==> config.mk <==
export PLATFORM = sky130hd
export DESIGN_NAME = board_input_conditioner
export DESIGN_NICKNAME = d
export VERILOG_FILES = /design/src/rtl/board_io_pkg.sv /design/src/rtl/debounce_channel.sv /design/src/rtl/board_input_conditioner.sv
export SDC_FILE = /design/constraint.sdc
export NUM_CORES = 1
export LEC_CHECK = 0
export BUFFER_PORTS_ARGS = -buffer_cell sky130_fd_sc_hd__buf_2
export CAP_MARGIN = 5
export CORE_MARGIN = 2
export CORE_UTILIZATION = 45
export DETAILED_ROUTE_END_ITERATION = 6
export REMOVE_ABC_BUFFERS = 1
export SKIP_CTS_REPAIR_TIMING = 1
export SYNTH_ARGS = -nofsm -noshare
export SYNTH_HDL_FRONTEND = slang
export SYNTH_SLANG_ARGS = --single-unit
export TNS_END_PERCENT = 100
==> constraint.sdc <==
create_clock -name CLOCK_50 -period 2.6 [get_ports CLOCK_50]
set_input_delay 0.26 -clock CLOCK_50 [delete_from_list [all_inputs] [get_ports CLOCK_50]]
set_output_delay 0.26 -clock CLOCK_50 [all_outputs]
set_load 0.03 [all_outputs]
==> src/rtl/board_io_pkg.sv <==
`default_nettype none
// ============================================================================
// Module   : board_io_pkg
// Purpose  : Shared constants for the board input conditioning slice.
// Revision : 1.0 - initial release
// ============================================================================
package board_io_pkg;

    localparam int          BOARD_IN_WIDTH      = 12;
    localparam int          DEBOUNCE_10MS       = 500000;
    localparam logic [11:0] KEY_ACTIVE_LOW_MASK = 12'hC00;

endpackage
`default_nettype wire

==> src/rtl/debounce_channel.sv <==
`default_nettype none
// ============================================================================
// Module   : debounce_channel
// Purpose  : One input bit: polarity fix, 2-flop sync, stability counter and
//            sticky rise/fall flags with clear.
// Revision : 1.0 - initial release
// ============================================================================
module debounce_channel
    import board_io_pkg::*;
#(
    parameter int DEBOUNCE_CYCLES = DEBOUNCE_10MS,
    parameter bit ACTIVE_LOW      = 1'b0
) (
    input  logic CLOCK_50,
    input  logic HRESETn,
    input  logic raw_in,
    input  logic evt_clr,
    output logic stable,
    output logic rise_evt,
    output logic fall_evt
);

    localparam int               CNT_W    = (DEBOUNCE_CYCLES > 1) ? $clog2(DEBOUNCE_CYCLES) : 1;
    localparam logic [CNT_W-1:0] CNT_LAST = CNT_W'(DEBOUNCE_CYCLES - 1);

    logic             s0_q, s0_d;
    logic             s1_q, s1_d;
    logic             stable_q, stable_d;
    logic             rise_q, rise_d;
    logic             fall_q, fall_d;
    logic [CNT_W-1:0] cnt_q, cnt_d;
    logic             accept;

    always_comb begin
        s0_d     = raw_in ^ ACTIVE_LOW;
        s1_d     = s0_q;
        stable_d = stable_q;
        cnt_d    = cnt_q;
        accept   = 1'b0;
        if (s1_q == stable_q) begin
            cnt_d = '0;
        end else if (cnt_q == CNT_LAST) begin
            stable_d = s1_q;
            cnt_d    = '0;
            accept   = 1'b1;
        end else begin
            cnt_d = cnt_q + 1'b1;
        end
        // A new acceptance overrides a clear arriving on the same edge.
        rise_d = (accept &  s1_q) | (rise_q & ~evt_clr);
        fall_d = (accept & ~s1_q) | (fall_q & ~evt_clr);
    end

    always_ff @(posedge CLOCK_50 or negedge HRESETn) begin
        if (!HRESETn) begin
            s0_q     <= 1'b0;
            s1_q     <= 1'b0;
            stable_q <= 1'b0;
            cnt_q    <= '0;
            rise_q   <= 1'b0;
            fall_q   <= 1'b0;
        end else begin
            s0_q     <= s0_d;
            s1_q     <= s1_d;
            stable_q <= stable_d;
            cnt_q    <= cnt_d;
            rise_q   <= rise_d;
            fall_q   <= fall_d;
        end
    end

    assign stable   = stable_q;
    assign rise_evt = rise_q;
    assign fall_evt = fall_q;

endmodule
`default_nettype wire

==> src/rtl/board_input_conditioner.sv <==
`default_nettype none
// ============================================================================
// Module   : board_input_conditioner
// Purpose  : Debounces the slide switches and user keys; sticky edge flags.
// Revision : 1.0 - initial release
// ============================================================================
module board_input_conditioner
    import board_io_pkg::*;
#(
    parameter int               WIDTH           = BOARD_IN_WIDTH,
    parameter int               DEBOUNCE_CYCLES = DEBOUNCE_10MS,
    parameter logic [WIDTH-1:0] ACTIVE_LOW_MASK = KEY_ACTIVE_LOW_MASK
) (
    input  logic             CLOCK_50,
    input  logic             HRESETn,
    input  logic [WIDTH-1:0] raw_in,
    input  logic [WIDTH-1:0] evt_clr,
    output logic [WIDTH-1:0] stable,
    output logic [WIDTH-1:0] rise_evt,
    output logic [WIDTH-1:0] fall_evt,
    output logic             any_evt
);

    for (genvar i = 0; i < WIDTH; i++) begin : g_ch
        debounce_channel #(
            .DEBOUNCE_CYCLES (DEBOUNCE_CYCLES),
            .ACTIVE_LOW      (ACTIVE_LOW_MASK[i])
        ) u_ch (
            .CLOCK_50 (CLOCK_50),
            .HRESETn  (HRESETn),
            .raw_in   (raw_in[i]),
            .evt_clr  (evt_clr[i]),
            .stable   (stable[i]),
            .rise_evt (rise_evt[i]),
            .fall_evt (fall_evt[i])
        );
    end

    assign any_evt = |(rise_evt | fall_evt);

endmodule
`default_nettype wire

# Word level (Yosys, flattened, before mapping)
# Cells that the tools add are included.
# word_totals
register_bits	288
in_bits	26
elab_cells	280
output_inout_bits	37
# classes
mux	48
n_reduce_logical	13
bitwise	111
eq_ne	24
n_addsub	12
# op_table
cell	n
$mux W19	24
$add A19 B1 Y19 const B	12
$eq A19 B19 Y1 const B	12
$and A1 B1 Y1	48
$not A1 Y1	38
$mux W1	24
$or A1 B1 Y1	24
$reduce_and A2 Y1	12
$eq A1 B1 Y1	12
$or A12 B12 Y12	1
$reduce_or A12 Y1	1

# Longest topological paths before layout
# Gate-level depths: netlist of run 1.
# depth
ltp_word	5
depth_mapped	7
ltp_nobuf	5

# Modules after synthesis
# Synthesis of run 1 repeated with hierarchy kept, for this count alone.
# unflattened
hier_cells	1364
area_unflattened_um2	13716.9
# by_module_without_submodules
module	n_inst	area_each_um2	cells_per_inst
debounce_channel at g_ch[0].u_ch ...	10	1132.3	112
debounce_channel at g_ch[10].u_ch ...	2	1171.1	118
board_input_conditioner	1	51.3	8

# Least setup slack after synthesis of run 1
# No wires, ideal clock.
# synth_path
kind	register -> register
startpoint	register g_ch[4].u_ch.cnt_q[12]
endpoint	register g_ch[4].u_ch.stable_q
t_arrival_ns	1.942
period_less_slack_ns	2.067
slack_ns	0.533
path_stages_with_launch	5
path_buffers	0
path_cell_list	dfrtp_1 > or4_1 > or3_4 > or3_4 > mux2_4
# synth_between
elab_chain_cells	2
# synth_lines
element	line_no	text
start, declared	debounce_channel.sv:31	logic [CNT_W-1:0] cnt_q, cnt_d;
start signal, assigned	debounce_channel.sv:66	cnt_q <= cnt_d;
$eq A19 B19 Y1	debounce_channel.sv:42	end else if (cnt_q == CNT_LAST) begin
$reduce_and A2 Y1 (no line)	--	
end signal, assigned	debounce_channel.sv:65	stable_q <= stable_d;
end, declared	debounce_channel.sv:28	logic stable_q, stable_d;
# Every way passes these cells.
# A chain may end at the register's enable or synchronous reset.

# Final worst setup path of run 1
# layout_path
startpoint	register g_ch[4].u_ch.fall_q
endpoint	output any_evt
# layout_between
elab_chain_cells	2
# layout_lines
element	line_no	text
start, declared	debounce_channel.sv:30	logic fall_q, fall_d;
start signal, assigned	debounce_channel.sv:68	fall_q <= fall_d;
$or A12 B12 Y12	board_input_conditioner.sv:39	assign any_evt = |(rise_evt | fall_evt);
$reduce_or A12 Y1	board_input_conditioner.sv:39	
end, declared	board_input_conditioner.sv:21	output logic any_evt
# Every way passes these cells.

==> impl_metrics.csv, run 1 <==
group,metric,value,unit
run_status,status,"finished clean",
sta,final_hold_viol_count,0,
sta,worst_slew_pin_slew,0.591,ns
critical_path,cp_max_fo,3,
hold_path,hp-class,"primary input to asynchronous set/reset pin",
pwr,p_leak,6.50,nW
logic_synthesis,syn-cell-area,0.0137,mm²
flow_run,max-cap-violations,0,
critical_path,end_kind,"output pin",
logic_synthesis,synthTopCellsByArea,"dfrtp_1, xnor2_1, nor2_1",
logic_synthesis,yosysSeqAreaShare,0.525,
clocking,tritoncts,"built",
floorplan,num_rows,63,
drt,wire_per_inst,14.2,µm
clocking,clk_path_buf_depth,3,
grt,grt_pass1_wl,46100,µm
pwr,switching_share,0.219,
floorplan,ioPinCount,63,
drt,drc,0,
finish,utilization,0.526,
logic_synthesis,yosysUniqueCellTypes,45,
logic_synthesis,syn_inst,1366,
logic_synthesis,synth_seq_cells,288,
finish,syn2layout_area_growth,14.5,%
placement,portBuffers,62,
pwr,p_int,7.36,mW
floorplan,fp.dieW,179,µm
finish,multi_input_area,0.00596,mm²
sta,fin_crit,2.44,ns
sta,rsz0062_at_grt,"false",
drt,vias,10100,
finish,drive_gt1_frac,0.118,
floorplan,die_area,0.0319,mm²
sta,max_freq,410,MHz
clocking,clk_pin_slew,0.06,ns
sta,timing.final.crit_share,0.938,
finish,n_fill_cell,2676,
sta,final-max-slew-violation-count,0,
floorplan,die_y,179,µm
placement,dp_hpwl,18000,µm
finish,nets,1492,
pwr,power.switching,2.06,mW
critical_path,critical_path_arrival,2.18,ns
clocking,cts.sink_count,288,
logic_synthesis,synth_area_leader_cell,"dfrtp_1",
sta,setup_tns,0,ns
sta,skew,0.0193,ns
clocking,clkLatencyLatePin,0.51,ns
pwr,p_per_area,599,mW/mm²
drt,dr.pass1.iters,5,
logic_synthesis,yosysWarnings,0,
drt,drt-total-wl,26500,µm
placement,gp_congestion,0.808,
clocking,root_buffer,"clkbuf_16",
sta,finalSetupViolCount,0,
finish,antenna_cells,0,
logic_synthesis,syn_area_per_cell,10.1,µm²
grt,first_global_vias,9716,
drt,routed_via_density,5.41,
drt,antenna_left,0,
logic_synthesis,post-synth-top-area-fraction,0.525,
clocking,htree_levels,2,
critical_path,start_kind,"flop",
grt,grt-ovfl-total,0,
pwr,power_frac_clock,0.475,
pwr,p_comb_frac,0.036,
sta,slew_headroom,0.602,
critical_path,critical_path_class,"flop to output pin",
clocking,cts_made_buffers,34,
critical_path,cp.required,2.34,ns
grt,grt_util_all_layers,0.172,
finish,seq_area,0.00721,mm²
floorplan,core_area,0.0299,mm²
grt,grt_max_degree,70,
grt,antenna_found_initial,0,
drt,drtIter0Drc,666,
floorplan,initial_core_util,0.460,
pwr,peakVddDrop,0.000567,V
pwr,p_seq_frac,0.490,
==> routing by layer <==
metal | up-vias | share of wire | global-route usage
met2 | 131 | 0.44 | 0.274
met3 | 46 | 0.040 | 0.0331
li1 | 4998 | - | -
met5 | - | 0 | 0
met1 | 4921 | 0.50 | 0.243
met4 | 0 | 0.018 | 0.0434
==> critical path, stage by stage (launching register included) <==
cell and delay (ns):
dfrtp_1 0.40, nor4_1 0.56, and4_1 0.42, nand3_1 0.10
buf_2 0.19
==> cell usage after synthesis, drive strengths merged <==
| library cell | instances |
|---|---|
| or2 | 8 |
| clkbuf | 22 |
| and4 | 22 |
| nand3b | 4 |
| nor2 | 172 |
| nor3 | 22 |
| or4 | 32 |
| a21oi | 64 |
| nor4 | 37 |
| nor4b | 9 |
| buf | 41 |
| dfrtp | 288 |
| o31ai | 34 |
| o41ai | 6 |
| nand4 | 52 |
| mux2i | 2 |
| or3 | 48 |
| or4b | 6 |
| and4b | 1 |
| and3 | 24 |
| o32ai | 4 |
| nand2 | 85 |
| inv | 53 |
| and2 | 1 |
| nand3 | 84 |
| nand4b | 1 |
| mux2 | 10 |
| or3b | 1 |
| xnor2 | 81 |
| nor4bb | 3 |
| ha | 12 |
| o21ai | 27 |
| o22ai | 20 |
| nand2b | 20 |
| xor2 | 70 |
==> worst paths after layout <==
check	depth (start not counted)	endpoint	start	slack (ns)
setup / recovery	4	any_evt	g_ch[4].u_ch.fall_evt$_DFF_PN0_	0.16
hold / removal	2	g_ch[11].u_ch.cnt_q[15]$_DFF_PN0_	HRESETn	0.29
setup reg to reg	5	g_ch[4].u_ch.stable$_DFFE_PN0P_	g_ch[4].u_ch.cnt_q[0]$_DFF_PN0_	0.43
hold reg to reg	0	g_ch[6].u_ch.s1_q$_DFF_PN0_	g_ch[6].u_ch.s0_q$_DFF_PN0_	0.35
max in group asynchronous	3	g_ch[5].u_ch.cnt_q[5]$_DFF_PN0_	HRESETn	1.57
min in group CLOCK_50	0	g_ch[6].u_ch.s1_q$_DFF_PN0_	g_ch[6].u_ch.s0_q$_DFF_PN0_	0.35
==> flip-flops by register name, summed over array words and instances, names as in the netlist <==
register,count
g_ch.u_ch.cnt_q,228
g_ch.u_ch.stable,12
g_ch.u_ch.fall_evt,12
g_ch.u_ch.s0_q,12
g_ch.u_ch.s1_q,12
g_ch.u_ch.rise_evt,12
==> per-stage QoR <==
step	hold WS, ns	cells	setup WS [ns]	power (mW)	instance area (µm²)
floorplan	-0.0356	1303	0.364	4.80	13400
global placement	0.246	1783	0.474	5.00	14400
detailed placement	0.248	1783	0.440	5.00	14400
CTS	-0.283	1840	0.143	9.55	15500
global route	0.340	1865	0.105	9.83	15700
finish	0.293	1865	0.162	9.42	15700
==> layout make-up <==
| class | instances | share of cell area |
|---|---|---|
| clock inverters | 8 | 0.00485 |
| multi-input cells | 962 | 0.379 |
| well taps | 390 | 0.0310 |
| clock buffers | 49 | 0.0616 |
| repair buffers | 115 | 0.0520 |
| inverters | 53 | 0.0127 |
| flip-flops and latches | 288 | 0.458 |
==> cells by family (layout without fill, tap and decap cells) <==
group	Yosys count	count (layout)	share of synthesized area
muxes	12	12	0.00993
and+or+nand+nor	632	632	0.246
DFF	288	288	0.525
adders and majority gates	12	12	0.0109
xor gates and xnor gates	151	151	0.0963
AOI/OAI and AO/OA	155	155	0.0704
buffers and inverters	116	225	0.0422
==> cell usage in the layout (no fill, tap or decap), drive strengths merged, types with 4 or more instances in the layout <==
cell,n
a21oi,64
and3,24
and4,22
buf,90
clkbuf,49
dfrtp,288
dlygate4sd3,25
ha,12
inv,54
mux2,10
nand2,85
nand2b,20
nand3,84
nand3b,4
nand4,52
nor2,172
nor3,22
nor4,37
nor4b,9
o21ai,27
o22ai,20
o31ai,34
o32ai,4
o41ai,6
or2,8
or3,48
or4,32
or4b,6
xnor2,81
xor2,70
==> power groups by stage <==
| stage | clock [mW] | combinational [mW] | sequential [mW] |
|---|---|---|---|
| final | 4.47 | 0.334 | 4.61 |
| after global routing | 4.82 | 0.387 | 4.62 |
| after CTS | 4.63 | 0.317 | 4.61 |
| after detailed placement | 0 | 0.316 | 4.69 |
| after global placement | 0 | 0.314 | 4.69 |
| after floorplan | 0 | 0.123 | 4.67 |
(Power assumes the default switching activity.)
==> run 2: changes to the inputs <==
--- a/config.mk
+++ b/config.mk
@@ -10,6 +10,7 @@
 export CORE_MARGIN = 2
 export CORE_UTILIZATION = 45
 export DETAILED_ROUTE_END_ITERATION = 6
+export PLACE_DENSITY = 0.61
 export REMOVE_ABC_BUFFERS = 1
 export SKIP_CTS_REPAIR_TIMING = 1
 export SYNTH_ARGS = -nofsm -noshare
==> run 2 against run 1 <==
Combinational power down 1%. Fmax shrank 0.37%. Core utilization decreased by 0.14 points. Highest routed layer unchanged.
==> impl_metrics.csv, run 2 (synthesis gave the netlist of run 1 again) <==
group,metric,value,unit
run_status,status,"finished clean",
floorplan,core_area,0.0299,mm²
drt,top_layer_used,"met4",
drt,drt-total-wl,26500,µm
sta,rsz0062_at_grt,"false",
pwr,p_per_area,595,mW/mm²
pwr,peakVddDrop,0.000563,V
finish,final_common_cell,"dfrtp_1",
placement,gp_congestion,0.791,
sta,skew,0.0241,ns
critical_path,end_kind,"output pin",
clocking,root_buffer,"clkbuf_16",
critical_path,cp_max_fo,3,
sta,final-max-slew-violation-count,0,
finish,n_fill_cell,2740,
finish,layout_common_cells,"dfrtp_1, nor2_1, nand2_1",
floorplan,die_y,179,µm
floorplan,die_area,0.0319,mm²
drt,routed_via_density,5.39,
grt,grt_max_degree,74,
finish,antenna_cells,0,
sta,fin_crit,2.45,ns
drt,wl_met3,723,µm
finish,regMostFlops,"g_ch.u_ch.cnt_q",
finish,syn2layout_area_growth,14.1,%
drt,wl_met1,13200,µm
placement,portBuffers,62,
sta,finalSetupViolCount,0,
drt,drc,0,
floorplan,num_rows,63,
sta,slew_headroom,0.609,
grt,grt-ovfl-total,0,
sta,setup_tns,0,ns
critical_path,cp.required,2.34,ns
finish,nets,1488,
finish,largest_reg_flops,228,
drt,wire_per_inst,14.2,µm
hold_path,hp-class,"primary input to asynchronous set/reset pin",
clocking,clk_pin_slew,0.06,ns
sta,max_freq,409,MHz
sta,final_hold_viol_count,0,
drt,antenna_left,0,
drt,vias,10000,
grt,grt_pass1_wl,46200,µm
critical_path,critical_path_class,"flop to output pin",
clocking,cts_made_buffers,31,
placement,dp_hpwl,17700,µm
finish,seq_area,0.00721,mm²
critical_path,critical_path_arrival,2.19,ns
floorplan,fp.dieW,179,µm
critical_path,start_kind,"flop",
grt,antenna_found_initial,0,
clocking,clk_path_buf_depth,3,
drt,dr.pass1.iters,4,
floorplan,initial_core_util,0.460,
clocking,cts.sink_count,288,
sta,worst_slew_pin_slew,0.580,ns
finish,multi_input_area,0.00596,mm²
pwr,total_power,9.33,mW
grt,grt_util_all_layers,0.171,
sta,timing.final.crit_share,0.941,
clocking,clkLatencyLatePin,0.57,ns
clocking,tritoncts,"built",
drt,drtIter0Drc,591,
finish,final_area,0.0157,mm²
drt,dr_wl_met2,12000,µm
finish,drive_gt1_frac,0.116,
floorplan,ioPinCount,63,
clocking,htree_levels,1,
placement,postPlaceCellArea,0.0144,mm²
grt,first_global_vias,9787,
pwr,p_leak,6.49,nW
flow_run,max-cap-violations,0,
==> run 2: worst max-delay path, cell delays in order (launching register included) <==
cell and delay [ns]:
dfrtp_1 0.40, nor4_1 0.54, and4_1 0.40, nand3_1 0.09, buf_2 0.19
==> run 2: worst paths after layout <==
kind	slack, ns	cells after the start	from	endpoint
max	0.15	4	g_ch[8].u_ch.rise_evt$_DFF_PN0_	any_evt
min	0.27	2	HRESETn	g_ch[10].u_ch.cnt_q[4]$_DFF_PN0_
max reg2reg	0.45	4	g_ch[4].u_ch.cnt_q[12]$_DFF_PN0_	g_ch[4].u_ch.stable$_DFFE_PN0P_
min reg2reg	0.34	0	g_ch[7].u_ch.s0_q$_DFF_PN0_	g_ch[7].u_ch.s1_q$_DFF_PN0_
max in group asynchronous	1.53	3	HRESETn	g_ch[8].u_ch.cnt_q[0]$_DFF_PN0_
min in group CLOCK_50	0.33	2	raw_in[5]	g_ch[5].u_ch.s0_q$_DFF_PN0_
==> run 2: per-stage QoR <==
step / hold slack, ns / instances / worst slack (ns) / utilization
3_5_place_dp: 0.291 / 1782 / 0.460 / 0.482
6_report: 0.269 / 1861 / 0.154 / 0.525
4_1_cts: -0.311 / 1836 / 0.114 / 0.516
5_1_grt: 0.324 / 1861 / 0.0762 / 0.525
2_1_floorplan: -0.0356 / 1303 / 0.364 / -
3_3_place_gp: 0.282 / 1782 / 0.466 / 0.482
==> run 2: where the power goes <==
part	leakage [nW]	internal (mW)	switching, mW	total [mW]
clock network	0.503	2.63	1.76	4.39
registers	3.94	4.55	0.0607	4.61
logic	2.05	0.126	0.203	0.330
total	6.49	7.30	2.03	9.33
==> run 2: final cells by class <==
class                   instances  area share
clock inverters                10     0.00894
flip-flops and latches        288       0.460
multi-input cells             962       0.380
clock buffers                  44      0.0558
well taps                     390      0.0311
inverters                      53      0.0127
repair buffers                114      0.0517
==> run 2: routing by layer <==
layer / global-route usage / vias to the layer above
li1: - / 4988
met1: 0.247 / 4888
met2: 0.273 / 117
met3: 0.0237 / 32
met4: 0.0403 / 0
met5: 0 / -
==> run 3: changes to the inputs <==
--- a/config.mk
+++ b/config.mk
@@ -7,6 +7,7 @@
 export LEC_CHECK = 0
 export BUFFER_PORTS_ARGS = -buffer_cell sky130_fd_sc_hd__buf_2
 export CAP_MARGIN = 5
+export CORE_ASPECT_RATIO = 2
 export CORE_MARGIN = 2
 export CORE_UTILIZATION = 45
 export DETAILED_ROUTE_END_ITERATION = 6
==> constraint.sdc (replaced) <==
create_clock -name CLOCK_50 -period 2.6 [get_ports CLOCK_50]
set_input_delay 0.52 -clock CLOCK_50 [delete_from_list [all_inputs] [get_ports CLOCK_50]]
set_output_delay 0.52 -clock CLOCK_50 [all_outputs]
set_load 0.03 [all_outputs]
==> run 3 against run 2 <==
Final area shrank 2.5%. Largest power group unchanged. Critical path type unchanged. Clock skew fell by 0.014 ns. Die area increased by 0.27%. Fmax decreased by 3.8%. Critical path depth unchanged. Hold slack got worse by 0.19 ns. Clock power shrank 6.6%. Core utilization down 1.6 points. Sequential share of layout area grew 1.2 points. First-iteration DRC count down 13%. Total power decreased by 3.4%. Combinational power down 7.0%.
==> impl_metrics.csv, run 3 (synthesis gave the netlist of run 1 again) <==
group,metric,value,unit
run_status,status,"finished clean",
critical_path,cpLargestDelayFamily,"simple AND/OR/NAND/NOR gates",
floorplan,initial_core_util,0.457,
finish,final_common_cell,"dfrtp_1",
grt,grt_util_all_layers,0.185,
floorplan,die_area,0.0320,mm²
finish,layout_common_cells,"dfrtp_1, nor2_1, nand2_1",
clocking,cts_made_buffers,27,
pwr,power.switching,1.95,mW
pwr,peakVddDrop,0.000552,V
pwr,p_int,7.06,mW
clocking,clkLatencyLatePin,0.55,ns
pwr,p_seq_frac,0.511,
drt,wire_per_inst,15.7,µm
flow_run,max-cap-violations,0,
sta,fin_crit,2.54,ns
critical_path,crit_path_max_incr_delay,0.46,ns
sta,rsz0062_at_grt,"false",
floorplan,core_area,0.0301,mm²
critical_path,cp_max_fo,3,
pwr,switching_share,0.216,
floorplan,num_rows,90,
placement,postPlaceCellArea,0.0144,mm²
sta,skew,0.0104,ns
critical_path,slowest_stage,"nor4_1",
sta,finalSetupViolCount,0,
sta,final-max-slew-violation-count,0,
critical_path,worstReg2RegStart,"g_ch[4].u_ch.cnt_q[0]$_DFF_PN0_",
critical_path,crit_buf_inv,1,
pwr,power_frac_clock,0.455,
floorplan,fp.dieW,128,µm
finish,final_area,0.0153,mm²
pwr,total_power,9.01,mW
floorplan,die_y,251,µm
clocking,htree_levels,1,
hold_path,holdPathStages,1,
critical_path,regToRegSetupSlack,0.43,ns
sta,timing.final.crit_share,0.978,
critical_path,reg2reg_to,"g_ch[4].u_ch.stable$_DFFE_PN0P_",
sta,slew_headroom,0.654,
grt,grt-ovfl-total,0,
finish,regMostFlops,"g_ch.u_ch.cnt_q",
finish,antenna_cells,0,
placement,dp_hpwl,20400,µm
critical_path,cp.required,2.08,ns
hold_path,hp-start,"raw_in[2]",
finish,syn2layout_area_growth,11.3,%
clocking,root_buffer,"clkbuf_16",
grt,antenna_found_initial,0,
finish,drive_gt1_frac,0.113,
finish,finalNonFillerCells,1805,
critical_path,end_kind,"output pin",
hold_path,holdPathEnd,"g_ch[2].u_ch.s0_q$_DFF_PN0_",
sta,final_hold_viol_count,0,
grt,first_global_vias,10800,
critical_path,start_kind,"flop",
drt,antenna_left,0,
critical_path,path_cells,"nor4_1 -> and4_1 -> nand3_1 -> buf_2",
grt,grt_max_degree,61,
critical_path,critical_path_arrival,2.02,ns
sta,holdWs,0.0772,ns
sta,worst_slew_pin_slew,0.519,ns
pwr,p_comb_frac,0.034,
sta,setup_tns,0,ns
pwr,p_per_area,589,mW/mm²
placement,dp_slack,0.435,ns
pwr,p_leak,6.32,nW
critical_path,critical_path_class,"flop to output pin",
drt,vias,10100,
hold_path,hp-class,"primary input to flop",
finish,nets,1457,
drt,drtIter0Drc,516,
clocking,tritoncts,"built",
placement,dp_cells,1757,
drt,dr.pass1.iters,5,
drt,routed_via_density,5.61,
sta,max_freq,393,MHz
clocking,clk_path_buf_depth,3,
critical_path,ff2ff_path_depth,5,
sta,fin_ws,0.0577,ns
floorplan,ioPinCount,63,
finish,utilization,0.509,
grt,grt_pass1_wl,49900,µm
clocking,clk_pin_slew,0.07,ns
clocking,cts.sink_count,288,
finish,largest_reg_flops,228,
placement,portBuffers,62,
drt,drc,0,
placement,gp_congestion,0.823,
drt,drt-total-wl,28400,µm
run 3: layer usage:
layer	share of wire	up-vias	track usage
li1	-	4920	-
met1	0.39	5002	0.207
met2	0.55	147	0.349
met3	0.030	55	0.0245
met4	0.030	0	0.0684
met5	0	-	0
run 3: worst register-to-register path, cell delays in order, from the launching register on:
cell and delay [ns]:
dfrtp_1 0.38, ha_1 0.22, nand4_1 0.33, or3_4 0.46, or3_4 0.37, mux2_4 0.30
run 3: power by group through the flow:
stage                     Clock [mW]  Sequential (mW)  Combinational (mW)
after floorplan                    0             4.67               0.123
after global placement             0             4.69               0.314
after detailed placement           0             4.69               0.318
after CTS                       4.25             4.60               0.319
after global routing            4.43             4.61               0.359
final                           4.10             4.61               0.307
run 3: worst max path at each step:
stage                                     startpoint                               end  slack [ns]  depth (start not counted)
global route         g_ch[4].u_ch.rise_evt$_DFF_PN0_                           any_evt        0.01                          4
finish               g_ch[0].u_ch.rise_evt$_DFF_PN0_                           any_evt        0.06                          4
floorplan            g_ch[8].u_ch.cnt_q[0]$_DFF_PN0_  g_ch[8].u_ch.cnt_q[10]$_DFF_PN0_        0.36                          5
global placement    g_ch[4].u_ch.cnt_q[12]$_DFF_PN0_   g_ch[4].u_ch.stable$_DFFE_PN0P_        0.48                          4
CTS                  g_ch[4].u_ch.fall_evt$_DFF_PN0_                           any_evt        0.03                          4
detailed placement   g_ch[4].u_ch.cnt_q[0]$_DFF_PN0_   g_ch[4].u_ch.stable$_DFFE_PN0P_        0.43                          5
run 3: area by class of cell:
| type | count | area, µm² |
|---|---|---|
| Fill cell | 2777 | 14800 |
| Sequential cell | 288 | 7210 |
| Multi-Input combinational cell | 962 | 5960 |
| Clock buffer | 38 | 757 |
| Timing Repair Buffer | 87 | 561 |
| Tap cell | 368 | 460 |
| Inverter | 53 | 199 |
| Clock inverter | 9 | 148 |
